$ cat config.mk
export PLATFORM = sky130hd
export DESIGN_NAME = mem_port_arbiter
export DESIGN_NICKNAME = d
export VERILOG_FILES = /design/src/rtl/mem_port_arbiter.sv
export SDC_FILE = /design/constraint.sdc
export NUM_CORES = 1
export LEC_CHECK = 0
export CAP_MARGIN = 30
export CORE_AREA = 5 5 204 206
export CTS_CLUSTER_DIAMETER = 30
export DETAILED_ROUTE_END_ITERATION = 16
export DIE_AREA = 0 0 209 211
export SYNTH_ARGS = -nofsm -noshare
export SYNTH_HDL_FRONTEND = slang
export SYNTH_SLANG_ARGS = --single-unit
$ cat constraint.sdc
create_clock -name clk -period 1.6 [get_ports clk]
set_input_delay 0.16 -clock clk [delete_from_list [all_inputs] [get_ports clk]]
set_output_delay 0.16 -clock clk [all_outputs]
set_load 0.1 [all_outputs]
$ cat src/rtl/mem_port_arbiter.sv
// Arbitrates the single memory port between instruction fetch and load/store.
// DM has fixed priority. The granted request is held on the memory side until completion or watchdog abort.
module mem_port_arbiter #(
  parameter int ADDR_W  = 64,
  parameter int DATA_W  = 64,
  parameter int TIMEOUT = 255
) (
  input  logic                clk,
  input  logic                rstn,
  input  logic [ADDR_W-1:0]   if_addr,
  input  logic                if_ren,
  output logic [DATA_W-1:0]   if_rdata,
  output logic                if_stall,
  input  logic [ADDR_W-1:0]   dm_addr,
  input  logic                dm_ren,
  input  logic                dm_wen,
  input  logic [DATA_W-1:0]   dm_wdata,
  input  logic [DATA_W/8-1:0] dm_wmask,
  output logic [DATA_W-1:0]   dm_rdata,
  output logic                dm_stall,
  output logic [ADDR_W-1:0]   mem_addr,
  output logic                mem_ren,
  output logic                mem_wen,
  output logic [DATA_W-1:0]   mem_wdata,
  output logic [DATA_W/8-1:0] mem_wmask,
  input  logic [DATA_W-1:0]   mem_rdata,
  input  logic                mem_rvalid,
  input  logic                mem_wvalid,
  output logic                err_timeout
);

  localparam int MASK_W = DATA_W / 8;
  localparam int CNT_W  = (TIMEOUT > 1) ? $clog2(TIMEOUT + 1) : 1;
  localparam logic              WD_EN   = (TIMEOUT > 0);
  localparam logic [CNT_W-1:0]  WD_LAST = CNT_W'((TIMEOUT > 0) ? TIMEOUT - 1 : 0);

  typedef enum logic [1:0] {IDLE, BUSY_IF, BUSY_DM} state_t;

  state_t             state, state_nxt;
  logic [CNT_W-1:0]   wd_cnt, wd_cnt_nxt;
  logic [ADDR_W-1:0]  addr_nxt;
  logic               ren_nxt, wen_nxt, err_nxt;
  logic [DATA_W-1:0]  wdata_nxt;
  logic [MASK_W-1:0]  wmask_nxt;
  logic               dm_req, busy, done, abort, release_now;

  // Completion only counts the owner's own response type; the other valid is ignored.
  always_comb begin
    dm_req      = dm_ren | dm_wen;
    busy        = (state != IDLE);
    done        = ((state == BUSY_IF) && mem_rvalid) ||
                  ((state == BUSY_DM) && (mem_wen ? mem_wvalid : mem_rvalid));
    abort       = WD_EN && busy && !done && (wd_cnt == WD_LAST);
    release_now = done | abort;
  end

  assign if_stall = if_ren && !((state == BUSY_IF) && release_now);
  assign dm_stall = dm_req && !((state == BUSY_DM) && release_now);
  assign if_rdata = mem_rdata;
  assign dm_rdata = mem_rdata;

  always_comb begin
    state_nxt  = state;
    wd_cnt_nxt = wd_cnt;
    addr_nxt   = mem_addr;
    ren_nxt    = mem_ren;
    wen_nxt    = mem_wen;
    wdata_nxt  = mem_wdata;
    wmask_nxt  = mem_wmask;
    err_nxt    = err_timeout | abort;
    case (state)
      IDLE: begin
        ren_nxt    = 1'b0;
        wen_nxt    = 1'b0;
        wd_cnt_nxt = '0;
        if (dm_req) begin
          state_nxt = BUSY_DM;
          addr_nxt  = dm_addr;
          wdata_nxt = dm_wdata;
          wmask_nxt = dm_wmask;
          wen_nxt   = dm_wen;
          ren_nxt   = !dm_wen;
        end else if (if_ren) begin
          state_nxt = BUSY_IF;
          addr_nxt  = if_addr;
          ren_nxt   = 1'b1;
        end
      end
      BUSY_IF, BUSY_DM: begin
        if (release_now) begin
          state_nxt  = IDLE;
          ren_nxt    = 1'b0;
          wen_nxt    = 1'b0;
          wd_cnt_nxt = '0;
        end else if (WD_EN) begin
          wd_cnt_nxt = wd_cnt + 1'b1;
        end
      end
      default: begin
        state_nxt = IDLE;
        ren_nxt   = 1'b0;
        wen_nxt   = 1'b0;
      end
    endcase
  end

  always_ff @(posedge clk) begin
    if (!rstn) begin
      state       <= IDLE;
      wd_cnt      <= '0;
      mem_addr    <= '0;
      mem_ren     <= 1'b0;
      mem_wen     <= 1'b0;
      mem_wdata   <= '0;
      mem_wmask   <= '0;
      err_timeout <= 1'b0;
    end else begin
      state       <= state_nxt;
      wd_cnt      <= wd_cnt_nxt;
      mem_addr    <= addr_nxt;
      mem_ren     <= ren_nxt;
      mem_wen     <= wen_nxt;
      mem_wdata   <= wdata_nxt;
      mem_wmask   <= wmask_nxt;
      err_timeout <= err_nxt;
    end
  end

endmodule
* Word-level counts from Yosys, hierarchy flattened
Cells that the tools add are included.
Cells by class: add/sub/neg operators 1, reduce and logical (&&, ||, !) cells 21, equality and inequality tests 5, bitwise gates (word level) 3, muxes and demuxes 15
Operator list (count):
- 64-bit 2-to-1 mux | 2
- 8-bit case mux with 2 select lines | 1
- 8-bit by 1-bit adder with 8-bit output, second input constant | 1
- 8-bit == test, second input constant | 1
- 1-bit logical AND | 8
- 8-bit 2-to-1 mux | 1
- 2-bit 2-to-1 mux | 3
- 2-bit AND reduction | 3
- 2-bit nonzero test | 3
- 1-bit 2-to-1 mux | 5
- 1-bit logical NOT | 4
- 1-bit case mux with 2 select lines | 2
- 2-bit case mux with 2 select lines | 1
- 3-bit inequality test, second input constant | 1
- 1-bit bitwise OR | 3
- 2-bit by 1-bit == test with 1-bit output, second input constant | 1
- 2-bit == test, second input constant | 1
- 2-bit logical NOT | 1
- 2-bit inequality test, second input constant | 1
- 2-bit OR reduction | 1
- 1-bit logical OR | 1
Storage, ports and cells: register bits after elaboration 149, output and inout port bits 269, input bits 271

* Logic depth before layout (Yosys ltp)
depth after elaboration 10, depth in mapped cells 7

* Worst setup path before layout
OpenSTA, ideal clock, no wires.
path kind register to output, from reg mem_wen, to out dm_stall, path buffers 0, data arrival time 3.083 ns, cell stages (with the launch flop) 5, slack -1.643 ns, data required time 1.440 ns, cell sequence dfxtp_1 -> nor2b_1 -> o21ai_2 -> nand3_1 -> a21oi_1
On the way: word-level cells in the longest chain between the ends 10
Ends and longest elaborated chain:
- start, declared | RTL line 23 | output logic mem_wen,
- start signal, assigned | RTL line 122 | mem_wen <= wen_nxt;
- 1-bit 2-to-1 mux (*) | RTL line 52 | ((state == BUSY_DM) && (mem_wen ? mem_wvalid : mem_rvalid));
- 1-bit logical AND (*) | RTL line 52
- 1-bit logical OR (*) | RTL line 51 | done = ((state == BUSY_IF) && mem_rvalid) ||
- 1-bit logical NOT | RTL line 53 | abort = WD_EN && busy && !done && (wd_cnt == WD_LAST);
- 1-bit logical AND (2 in a row) | RTL line 53
- 1-bit bitwise OR (*) | RTL line 54 | release_now = done | abort;
- 1-bit logical AND (*) | RTL line 58 | assign dm_stall = dm_req && !((state == BUSY_DM) && release_now);
- 1-bit logical NOT (*) | RTL line 58
- 1-bit logical AND (*) | RTL line 58
- end, declared | RTL line 20 | output logic dm_stall,
Mark *: on every way between the ends. The rest lies on a longest branch, timed or not.

* Worst setup path in the final report
from reg state[0], to out if_stall
On the way: word-level cells in the longest chain between the ends 10, elaborated cells on any way between the ends 13, classes of those cells eq/ne: 2; bitwise: 1; reduce/logical: 10
Ends and longest elaborated chain:
- start, declared | RTL line 39 | state_t state, state_nxt;
- start signal, assigned | RTL line 118 | state <= state_nxt;
- 2-bit by 1-bit == test with 1-bit output or 2-bit == test (tied branches) | RTL line 51, 57, 52
- 1-bit logical AND, on equally long branches | RTL line 51, 52
- 1-bit logical OR | RTL line 51
- 1-bit logical NOT | RTL line 53
- 1-bit logical AND (2 in a row) | RTL line 53
- 1-bit bitwise OR | RTL line 54
- 1-bit logical AND (*) | RTL line 57 | assign if_stall = if_ren && !((state == BUSY_IF) && release_now);
- 1-bit logical NOT (*) | RTL line 57
- 1-bit logical AND (*) | RTL line 57
- end, declared | RTL line 13 | output logic if_stall,
Marked as above.

==> metrics.txt <==
status=complete, but fails checks; violated checks=negative setup slack; cell-by-cell listing of the critical path=inv_2, buf_6, ha_4, nor2b_4, o21ai_4, nand3_4, a21oi_4, buf_12; number of search-and-repair iterations in the first detailed-routing pass=4; Layout Nets=1416; overall track demand over capacity in global routing=12.6%; Mean Syn Cell Area=7.84 sq um; DIE WIDTH=209 microns; Die Height=211 microns; std cell rows=73; most frequent standard cell in the layout excluding fill and tap cells=sky130_fd_sc_hd__nand2_1; number of setup violations in the final report=76; GP Congestion=0.761; effective utilization at floorplan=17.4%; core area=39500 sq um; area after detailed placement=11900 sq um; Async S/R FF share, synth=0%; CTS clock-pin slew for the worst setup and hold paths=0.07 ns; longest individual stage delay on the worst path=0.34 ns; antenna violations before repair=0; clock skew after layout=0.00555 ns; RSZ-0062 raised after global routing=yes; cell with the biggest individual delay on the critical path=sky130_fd_sc_hd__dfxtp_2; DR iter-0 viols=299; areal power density over the cells=2080 nW/um^2; launch point of the worst hold path=dm_wdata[46]; H-tree depth reported by CTS=4; total area of multi-input combinational cells=2910 sq um; data required time at the worst endpoint=1.44 ns; clock period minus worst slack=2.01 ns; post-detailed-route wirelength per cell=17.5 microns; power consumption=0.0271 W; R2R Path Start=state[0]$_SDFFE_PN0P_; timing startpoint of the critical path=state[0]$_SDFFE_PN0P_; growth of design area from synthesis to finish=89.7%; synthesized instance count=878; layout cells sized above 1=26.4%; number of diodes added for antenna fixing=0; I/O pin total=540; IO Port Bufs=347; share of the cycle needed by the critical path after routing=126%; capturing element type of the critical path=primary output; deepest clock path buffer count=2; upper clock frequency limit=497 MHz; filler instances=4049; type of element launching the critical path=flop; final routed DRC violation total=0; Max VDD drop=0.841 mV; arrival time of the worst setup path=1.85 ns; setup slack after placement=-0.255 ns; post-DP HPWL=22.6 mm; Post-Route WL=29.4 mm; non-filler instance count after layout=1677; number of instances in the placed design=1629; sequential area share after synthesis=43.3%; hold violation count in the final report=0; Setup CP Type=reg2out; total of max-cap violations=0; relative max-transition margin=75.7%; largest net degree at the start of global routing=61; Via Count=6858; CTS Root Cell=sky130_fd_sc_hd__clkbuf_16; vias in the first global route=7171; actual transition at the worst max-transition pin=0.364 ns; final count of pins violating max slew=0; highest-count cells in the layout ignoring fill and taps=sky130_fd_sc_hd__nand2_1 (276), sky130_fd_sc_hd__clkdlybuf4s50_1 (206), sky130_fd_sc_hd__buf_12 (155); leakage dissipation=5.13 nW; dominant register cell in the synthesized netlist=sky130_fd_sc_hd__dfxtp_1; hold crit path type=in2reg; remaining antenna violation count=0; hold-fix buffer count after cts=0; clock buffer count from CTS=17; flip-flop and latch count after synthesis=149; Ys Warns=0; cell area after synthesis=6880 sq um; final design instance area without fill=13100 sq um; net count of the mapped netlist=1155; WP buf/inv=3; via-per-instance ratio=4.09; cell type group with the largest total delay on the critical path=flip-flops; post-route setup slack=-0.412 ns; total congestion overflow=0; Sequential Area=2990 sq um; clock latency on the worst-skew pair=0.43 ns; floorplan die area=44100 sq um; wire length of the first global-routing pass=42.7 mm; number of clock sinks=149; Netlist cell types=34; CTS tree=built; critical path peak fanout=3; Final Util=33.1%; count of flip-flops with a built-in enable after synthesis=0
-- what timing repair did --
item                                    4_1_cts  5_1_grt
buffers inserted                              5        5
gates cloned                                  4        3
pin swaps                                    20       63
resized for setup                            31       42
endpoints found under the setup margin       71       87
-- tightest hold or removal path: cells and delay by family --
family / cells / cell delay (ns)
buf+inv: 1 / 0.39
simple gates: 1 / 0.05
compound gates: 1 / 0.05
-- through the flow --
step / hold slack (ns) / setup TNS [ns]
4_1_cts: 0.230 / -11.06
3_3_place_gp: 0.321 / -17.41
5_1_grt: 0.246 / -19.52
6_report: 0.269 / -11.92
2_1_floorplan: 0.294 / -0.919
3_5_place_dp: 0.321 / -21.01
-- Yosys cell counts, types with 3 or more instances --
cell,n,area [sq um]
sky130_fd_sc_hd__nand2_1,277,1040
sky130_fd_sc_hd__dfxtp_1,149,2980
sky130_fd_sc_hd__buf_4,129,968
sky130_fd_sc_hd__a21oi_1,77,385
sky130_fd_sc_hd__nor2_1,70,263
sky130_fd_sc_hd__a311oi_1,64,561
sky130_fd_sc_hd__buf_2,29,145
sky130_fd_sc_hd__clkbuf_1,26,97.6
sky130_fd_sc_hd__nor3_1,8,40.0
sky130_fd_sc_hd__ha_1,6,75.1
sky130_fd_sc_hd__inv_1,5,18.8
sky130_fd_sc_hd__xor2_1,4,35.0
sky130_fd_sc_hd__buf_1,3,11.3
sky130_fd_sc_hd__nand4_1,3,18.8
sky130_fd_sc_hd__xnor2_1,3,26.3
-- power by group --
| group | total (W) | leakage (nW) | internal, W | switching [W] |
|---|---|---|---|---|
| Clock | 0.00410 | 0.286 | 0.00230 | 0.00180 |
| Combinational | 0.0173 | 3.61 | 0.00685 | 0.0104 |
| Sequential | 0.00574 | 1.23 | 0.00471 | 0.00103 |
| Total | 0.0271 | 5.13 | 0.0139 | 0.0133 |
-- kinds of logic (layout without fill, tap and decap cells) --
| logic type | after synthesis | after routing | synth area share, % |
|---|---|---|---|
| AOI/OAI and AO/OA | 153 | 153 | 15.5 |
| xor gates and xnor gates | 7 | 7 | 0.891 |
| adders and majority gates | 6 | 6 | 1.09 |
| buffers and inverters | 192 | 465 | 18.0 |
| DFF | 149 | 149 | 43.3 |
| and+or+nand+nor | 371 | 372 | 21.1 |
-- flip-flops by register name (all words and copies together) (netlist names) --
name,flops
state,2
mem_wdata,64
wd_cnt,8
mem_ren,1
mem_wmask,8
mem_addr,64
mem_wen,1
err_timeout,1
-- area by class of cell --
type | count | area share [%]
clock buffer | 20 | 3.57
timing repair buffer | 428 | 45.1
tap | 525 | 5.03
inverter | 5 | 0.163
clock inverter | 12 | 0.929
multi-input combinational | 538 | 22.3
sequential | 149 | 22.9
-- routing by layer --
| layer | track usage [%] | vias to the layer above | part of all wire [%] |
|---|---|---|---|
| met5 | 1.08 | - | 0 |
| met4 | 6.37 | 0 | 4.0 |
| met3 | 6.21 | 42 | 9.9 |
| met2 | 21.4 | 409 | 49 |
| met1 | 12.9 | 3091 | 37 |
| li1 | - | 3316 | - |
-- path summary, 6_finish.rpt --
path	to	slack, ns	cells after the start
setup / recovery	if_stall	-0.41	8
setup reg to reg	mem_addr[63]$_SDFFE_PN0P_	-0.24	10
hold / removal	mem_wdata[46]$_SDFFE_PN0P_	0.27	3
hold reg to reg	mem_wdata[32]$_SDFFE_PN0P_	0.49	2
Power figures use the tool's default switching activity.
